--- src/rtl/ahb_wrr_burst_arbiter.sv ---
// Per-slave AHB arbiter: weighted round-robin at burst granularity with beat counting.
// Optional starvation timeout enabled by defining AHB_WRR_STARVE_TIMEOUT_EN.
module ahb_wrr_burst_arbiter #(
    parameter int MASTER_NUM = 4,
    parameter int WEIGHT_W   = 4,
    parameter int TIMEOUT_W  = 6
) (
    input  logic                           hclk,
    input  logic                           hreset_n,
    input  logic [MASTER_NUM-1:0]          hreq,
    input  logic [2:0]                     hburst,
    input  logic                           hready,
    input  logic [MASTER_NUM*WEIGHT_W-1:0] weight,
    output logic [MASTER_NUM-1:0]          hgrant,
    output logic [$clog2(MASTER_NUM)-1:0]  hmaster,
    output logic                           hsel,
    output logic                           hlast
);
    localparam int IW = $clog2(MASTER_NUM);

    typedef enum logic {IDLE, OWN} state_t;

    state_t              state;
    logic [IW-1:0]       rr;
    logic [3:0]          count;
    logic [3:0]          lenm1_q;
    logic                incr_q;
    logic [WEIGHT_W-1:0] credit;

    logic [3:0]            lenm1;
    logic                  incr;
    logic                  last_beat;
    logic [MASTER_NUM-1:0] others;
    logic [WEIGHT_W-1:0]   new_credit;
    logic                  keep;
    logic                  switch_own;
    logic [IW-1:0]         pick_idle;
    logic [IW-1:0]         pick_sw;

    function automatic logic [IW-1:0] inc(input logic [IW-1:0] v);
        return (v == IW'(MASTER_NUM - 1)) ? '0 : v + 1'b1;
    endfunction

    function automatic logic [MASTER_NUM-1:0] onehot(input logic [IW-1:0] v);
        logic [MASTER_NUM-1:0] r;
        r = '0;
        r[v] = 1'b1;
        return r;
    endfunction

    function automatic logic [WEIGHT_W-1:0] weight_of(input logic [IW-1:0] v);
        logic [WEIGHT_W-1:0] w;
        w = weight[int'(v)*WEIGHT_W +: WEIGHT_W];
        return (w == '0) ? WEIGHT_W'(1) : w;
    endfunction

    function automatic logic [IW-1:0] rr_pick(input logic [MASTER_NUM-1:0] req,
                                              input logic [IW-1:0] start);
        logic [IW-1:0] idx;
        logic [IW-1:0] win;
        logic          found;
        idx   = start;
        win   = start;
        found = 1'b0;
        for (int i = 0; i < MASTER_NUM; i++) begin
            if (!found && req[idx]) begin
                win   = idx;
                found = 1'b1;
            end
            idx = inc(idx);
        end
        return win;
    endfunction

    // Burst length is taken live from hburst until the first beat completes, then held.
    always_comb begin
        lenm1 = lenm1_q;
        incr  = incr_q;
        if (count == 4'd0) begin
            incr = 1'b0;
            case (hburst)
                3'd0:       lenm1 = 4'd0;
                3'd1:       begin lenm1 = 4'd15; incr = 1'b1; end
                3'd2, 3'd3: lenm1 = 4'd3;
                3'd4, 3'd5: lenm1 = 4'd7;
                default:    lenm1 = 4'd15;
            endcase
        end
    end

`ifdef AHB_WRR_STARVE_TIMEOUT_EN
    logic [TIMEOUT_W-1:0] tcnt;
    logic                 tsat;
    assign tsat = &tcnt;
`endif

    always_comb begin
        last_beat  = (state == OWN) && hready &&
                     ((count == lenm1) || (incr && !hreq[hmaster]));
        others     = hreq & ~onehot(hmaster);
        new_credit = (credit == '0) ? '0 : credit - 1'b1;
`ifdef AHB_WRR_STARVE_TIMEOUT_EN
        if (tsat) new_credit = '0;
`endif
        keep       = hreq[hmaster] && (new_credit != '0);
        switch_own = last_beat && !keep && (|others);
        pick_idle  = rr_pick(hreq, rr);
        pick_sw    = rr_pick(others, inc(hmaster));
    end

    assign hsel  = |hgrant;
    assign hlast = last_beat;

    always_ff @(posedge hclk) begin
        if (!hreset_n) begin
            state   <= IDLE;
            hgrant  <= '0;
            hmaster <= '0;
            rr      <= '0;
            count   <= '0;
            lenm1_q <= '0;
            incr_q  <= 1'b0;
            credit  <= '0;
`ifdef AHB_WRR_STARVE_TIMEOUT_EN
            tcnt    <= '0;
`endif
        end else begin
            case (state)
                IDLE: begin
                    if (|hreq) begin
                        state   <= OWN;
                        hgrant  <= onehot(pick_idle);
                        hmaster <= pick_idle;
                        count   <= '0;
                        credit  <= weight_of(pick_idle);
                    end
                end
                OWN: begin
                    if (count == 4'd0) begin
                        lenm1_q <= lenm1;
                        incr_q  <= incr;
                    end
                    if (hready) begin
                        if (!last_beat) begin
                            count <= count + 4'd1;
                        end else begin
                            count <= '0;
                            if (keep) begin
                                credit <= new_credit;
                            end else if (|others) begin
                                hgrant  <= onehot(pick_sw);
                                hmaster <= pick_sw;
                                credit  <= weight_of(pick_sw);
                                rr      <= inc(pick_sw);
                            end else if (hreq[hmaster]) begin
                                credit <= weight_of(hmaster);
                            end else begin
                                state   <= IDLE;
                                hgrant  <= '0;
                                hmaster <= '0;
                                credit  <= '0;
                            end
                        end
                    end
                end
                default: state <= IDLE;
            endcase
`ifdef AHB_WRR_STARVE_TIMEOUT_EN
            // Counts cycles a non-owner waits; saturates so the pending preemption sticks.
            if (state != OWN || switch_own)
                tcnt <= '0;
            else if ((|others) && !tsat)
                tcnt <= tcnt + 1'b1;
`endif
        end
    end
endmodule
--- config.mk ---
export PLATFORM = sky130hd
export DESIGN_NAME = ahb_wrr_burst_arbiter
export DESIGN_NICKNAME = d
export VERILOG_FILES = /design/src/rtl/ahb_wrr_burst_arbiter.sv
export SDC_FILE = /design/constraint.sdc
export NUM_CORES = 1
export LEC_CHECK = 0
export CAP_MARGIN = 20
export CORE_AREA = 4 4 88 99
export DETAILED_ROUTE_END_ITERATION = 10
export DIE_AREA = 0 0 92 103
export RECOVER_POWER = 50
export SLEW_MARGIN = 25
export SYNTH_ARGS = -nofsm -noshare
export SYNTH_HDL_FRONTEND = slang
export SYNTH_SLANG_ARGS = --single-unit
--- constraint.sdc ---
create_clock -name hclk -period 3.3 [get_ports hclk]
set_input_delay 0.825 -clock hclk [delete_from_list [all_inputs] [get_ports hclk]]
set_output_delay 0.825 -clock hclk [all_outputs]
set_load 0.05 [all_outputs]
==> results by group <==
Global route
  – Total global routing overflow: 0
  – First-pass GRT wire length: 11.7 mm
  – Antenna violations before repair: 0
  – Vias in the first global route: 2,464
  – GR Util All Layers: 0.149
  – Largest net degree at the start of global routing: 20

Worst setup path
  – Bufs and invs on worst path: 3
  – Startpoint types: input pin
  – Cell breakdown of the critical path: clkdlybuf4s15_1 -> or3_1 -> or3_4 -> a31oi_4 -> a41oi_2 -> inv_2 -> buf_12
  – Crit-path max cell delay: 0.41 ns
  – Crit Path Class: in -> out
  – Worst Setup End Kind: output pin
  – Worst Path Max Fanout: 2
  – Slowest CP cell: or3_4
  – Critical Path RT: 2.47 ns
  – CP arrival: 2.40 ns
  – Critical path's top delay family: simple AND/OR/NAND/NOR gates

Cells and area
  – Ratio of cells with drive above 1 in the final layout: 0.268
  – Area growth syn-to-layout: 35.0%
  – ANT cells: 0
  – Final Util: 0.433
  – NumNets Final: 408

Logic synthesis
  – Async SR Flop Fraction: 0
  – Mapped cell area: 0.00249 mm²
  – Seq/Total Area, Yosys: 0.177
  – Yosys warns: 0
  – Synth Flop Type: dfxtp_1
  – Synth area leader: dfxtp_1
  – Area contributors post-synth: dfxtp_1, mux2i_1, nor2_1
  – Post-Syn Nets: 338
  – Cells after synthesis: 301
  – Yosys top cell area share: 0.177
  – Number of flops mapped to enable cells by yosys: 0
  – Synth cell types: 70
  – Number of synthesized register bits: 22
  – Syn_area_per_cell: 8.26 µm²

Die
  – Row Count: 34
  – Initial core utilization: 0.321
  – Die Width: 92 µm
  – Io pins: 34
  – Chip Height: 103 µm
  – Core box area: 0.00774 mm²
  – Die area: 0.00948 mm²

Timing
  – Final Skew: 0.00925 ns
  – # setup viols final: 0
  – Worst slew pin tran: 0.576 ns
  – Slew Viols, Final: 0
  – Crit path time final: 3.22 ns
  – Slew margin rel.: 0.615
  – Max Freq: 310 MHz
  – Final TNS setup: 0 ns
  – RSZ-0062 raised after global routing: false
  – Final worst slack: 0.0756 ns
  – Fin crit share: 0.977
  – Final hold vios: 0

Outcome
  – Status: completed

Flow run
  – Number of max-cap violations: 0

Place
  – Placer Congestion: 0.910
  – Detailed placement HPWL: 5.52 mm
  – Placement Setup Slack: -0.205 ns
  – Port Buf Inserts: 33

Clocking
  – Root Driver: clkbuf_8
  – CTS Hold Buffers Added: 0
  – Worst-path clk slew: 0.09 ns
  – TritonCTS Sinks: 22
  – Clock latency on the worst-skew pair: 0.27 ns
  – CTS H-Tree Depth: 1
  – CTS tree: yes
  – Clk buf depth: 2
  – TritonCTS buffer count: 3

Power and ir drop
  – PwrDens: 397 mW/mm²
  – Pleak: 1.34 nW
  – Peak VDD IR: 0.157 mV

Routing
  – WL final: 6.86 mm
  – Drt first-iter violations: 118
  – Drt pass-1 iters: 4
  – WL per Instance: 14.4 µm
  – Post-DRT Antenna Nets: 0
  – Via/cell ratio: 5.30
  – Via count: 2,534
  – DR DRC count: 0

Hold path
  – Hold WC Path Type: reg -> reg
==> placed cells by master (no fill, tap or decap), drive strengths merged, types with 4 or more instances in the layout <==
cell           instances
mux2                  11
clkbuf                 5
clkdlybuf4s50         20
nor3b                  4
nor2                  38
buf                   53
dlygate4sd3            5
xnor2                  7
a211oi                12
nand2                 20
a31oi                  6
a22oi                  5
o21ai                 15
nand3                  7
nor3                   5
dfxtp                 22
nand4                  5
inv                   10
mux2i                 26
mux4                   7
nand2b                 4
ha                    11
a21oi                 18
==> metrics by stage <==
| stage | hold slack (ns) | total power [mW] | area, µm² | cells |
|---|---|---|---|---|
| 4_1_cts | 0.504 | 1.31 | 3310 | 476 |
| 3_5_place_dp | 0.488 | 1.06 | 3230 | 472 |
| 6_report | 0.499 | 1.33 | 3360 | 478 |
| 5_1_grt | 0.546 | 1.43 | 3360 | 478 |
| 2_1_floorplan | 0.460 | 0.828 | 2490 | 301 |
| 3_3_place_gp | 0.474 | 1.05 | 3230 | 472 |
==> sequential cells by signal, summed over array words and instances, names as in the netlist <==
name,cells
hmaster,2
count,4
rr,2
lenm1_q,4
hgrant,4
incr_q,1
credit,4
state,1
==> power by group <==
| group | switching [mW] | leakage (nW) | internal (mW) |
|---|---|---|---|
| clock | 0.0897 | 0.0357 | 0.162 |
| combinational | 0.387 | 1.13 | 0.373 |
| sequential | 0.0268 | 0.182 | 0.292 |
==> cells in the mapped netlist, types with 2 or more instances <==
master and n:
or3_1 3, a211oi_1 12, o311ai_0 2, dfxtp_1 22, clkbuf_1 11, clkbuf_8 2, mux2i_1 26, and2b_2 2
nand3b_1 2, xnor2_1 7, nor2b_1 2, ha_1 11, nor3_1 4, o21ai_0 12, a31oi_1 6, nand4_1 5
inv_1 10, a221oi_1 3, mux2_2 9, nor2_1 38, o21a_1 2, nand2b_1 4, buf_2 3, o31ai_1 2
nand3_1 7, a21oi_1 18, mux4_2 5, nor3b_1 3, o21ai_1 2, a22oi_1 5, buf_6 3, nand2_1 20
==> area by class of cell <==
cell class / instances / area (µm²)
fillers: 798 / 4390
multi-input cells: 247 / 1920
clock buffers: 3 / 41.3
repair buffers: 86 / 748
clock inverters: 1 / 30.0
well taps: 108 / 135
inverters: 11 / 41.3
flip-flops and latches: 22 / 443
==> worst min-delay path, delay by kind of cell (launching register included) <==
family,cells,cell delay [ns]
simple gates,1,0.07
mux,1,0.06
flops,1,0.33
==> routing by layer <==
| metal | track usage | wire length, µm | vias to the layer above |
|---|---|---|---|
| met4 | 0.0320 | 96 | 0 |
| met2 | 0.269 | 3440 | 55 |
| met3 | 0.0161 | 202 | 15 |
| met5 | 0 | 0 | - |
| li1 | - | - | 1265 |
| met1 | 0.192 | 3130 | 1199 |
==> what timing repair did <==
item                                    4_1_cts  5_1_grt
hold endpoints to repair                      0        0
resized for setup                             9       13
endpoints found under the setup margin        1        8
pin swaps                                     4        5
setup buffers                                 0        2
==> logic make-up (layout without fill, tap and decap cells) <==
group	after synthesis	count (layout)	share of synthesized area
AND/OR/NAND/NOR	102	102	0.217
AO/OA/AOI/OAI	83	83	0.234
multiplexers	44	44	0.222
buffers and inverters	32	101	0.0700
flip-flops	22	22	0.177
adder cells (fa/ha/maj)	11	11	0.0554
XOR/XNOR	7	7	0.0247
==> worst paths after layout <==
check | end | cells after the start | slack, ns | from
worst min-delay path | incr_q | 2 | 0.50 | incr_q
worst max-delay path | hlast | 7 | 0.08 | hburst[1]
worst min register to register | incr_q | 2 | 0.50 | incr_q
worst max register to register | hgrant[1] | 13 | 0.35 | hmaster[0]
No activity file was read; power rests on OpenSTA's default activity.
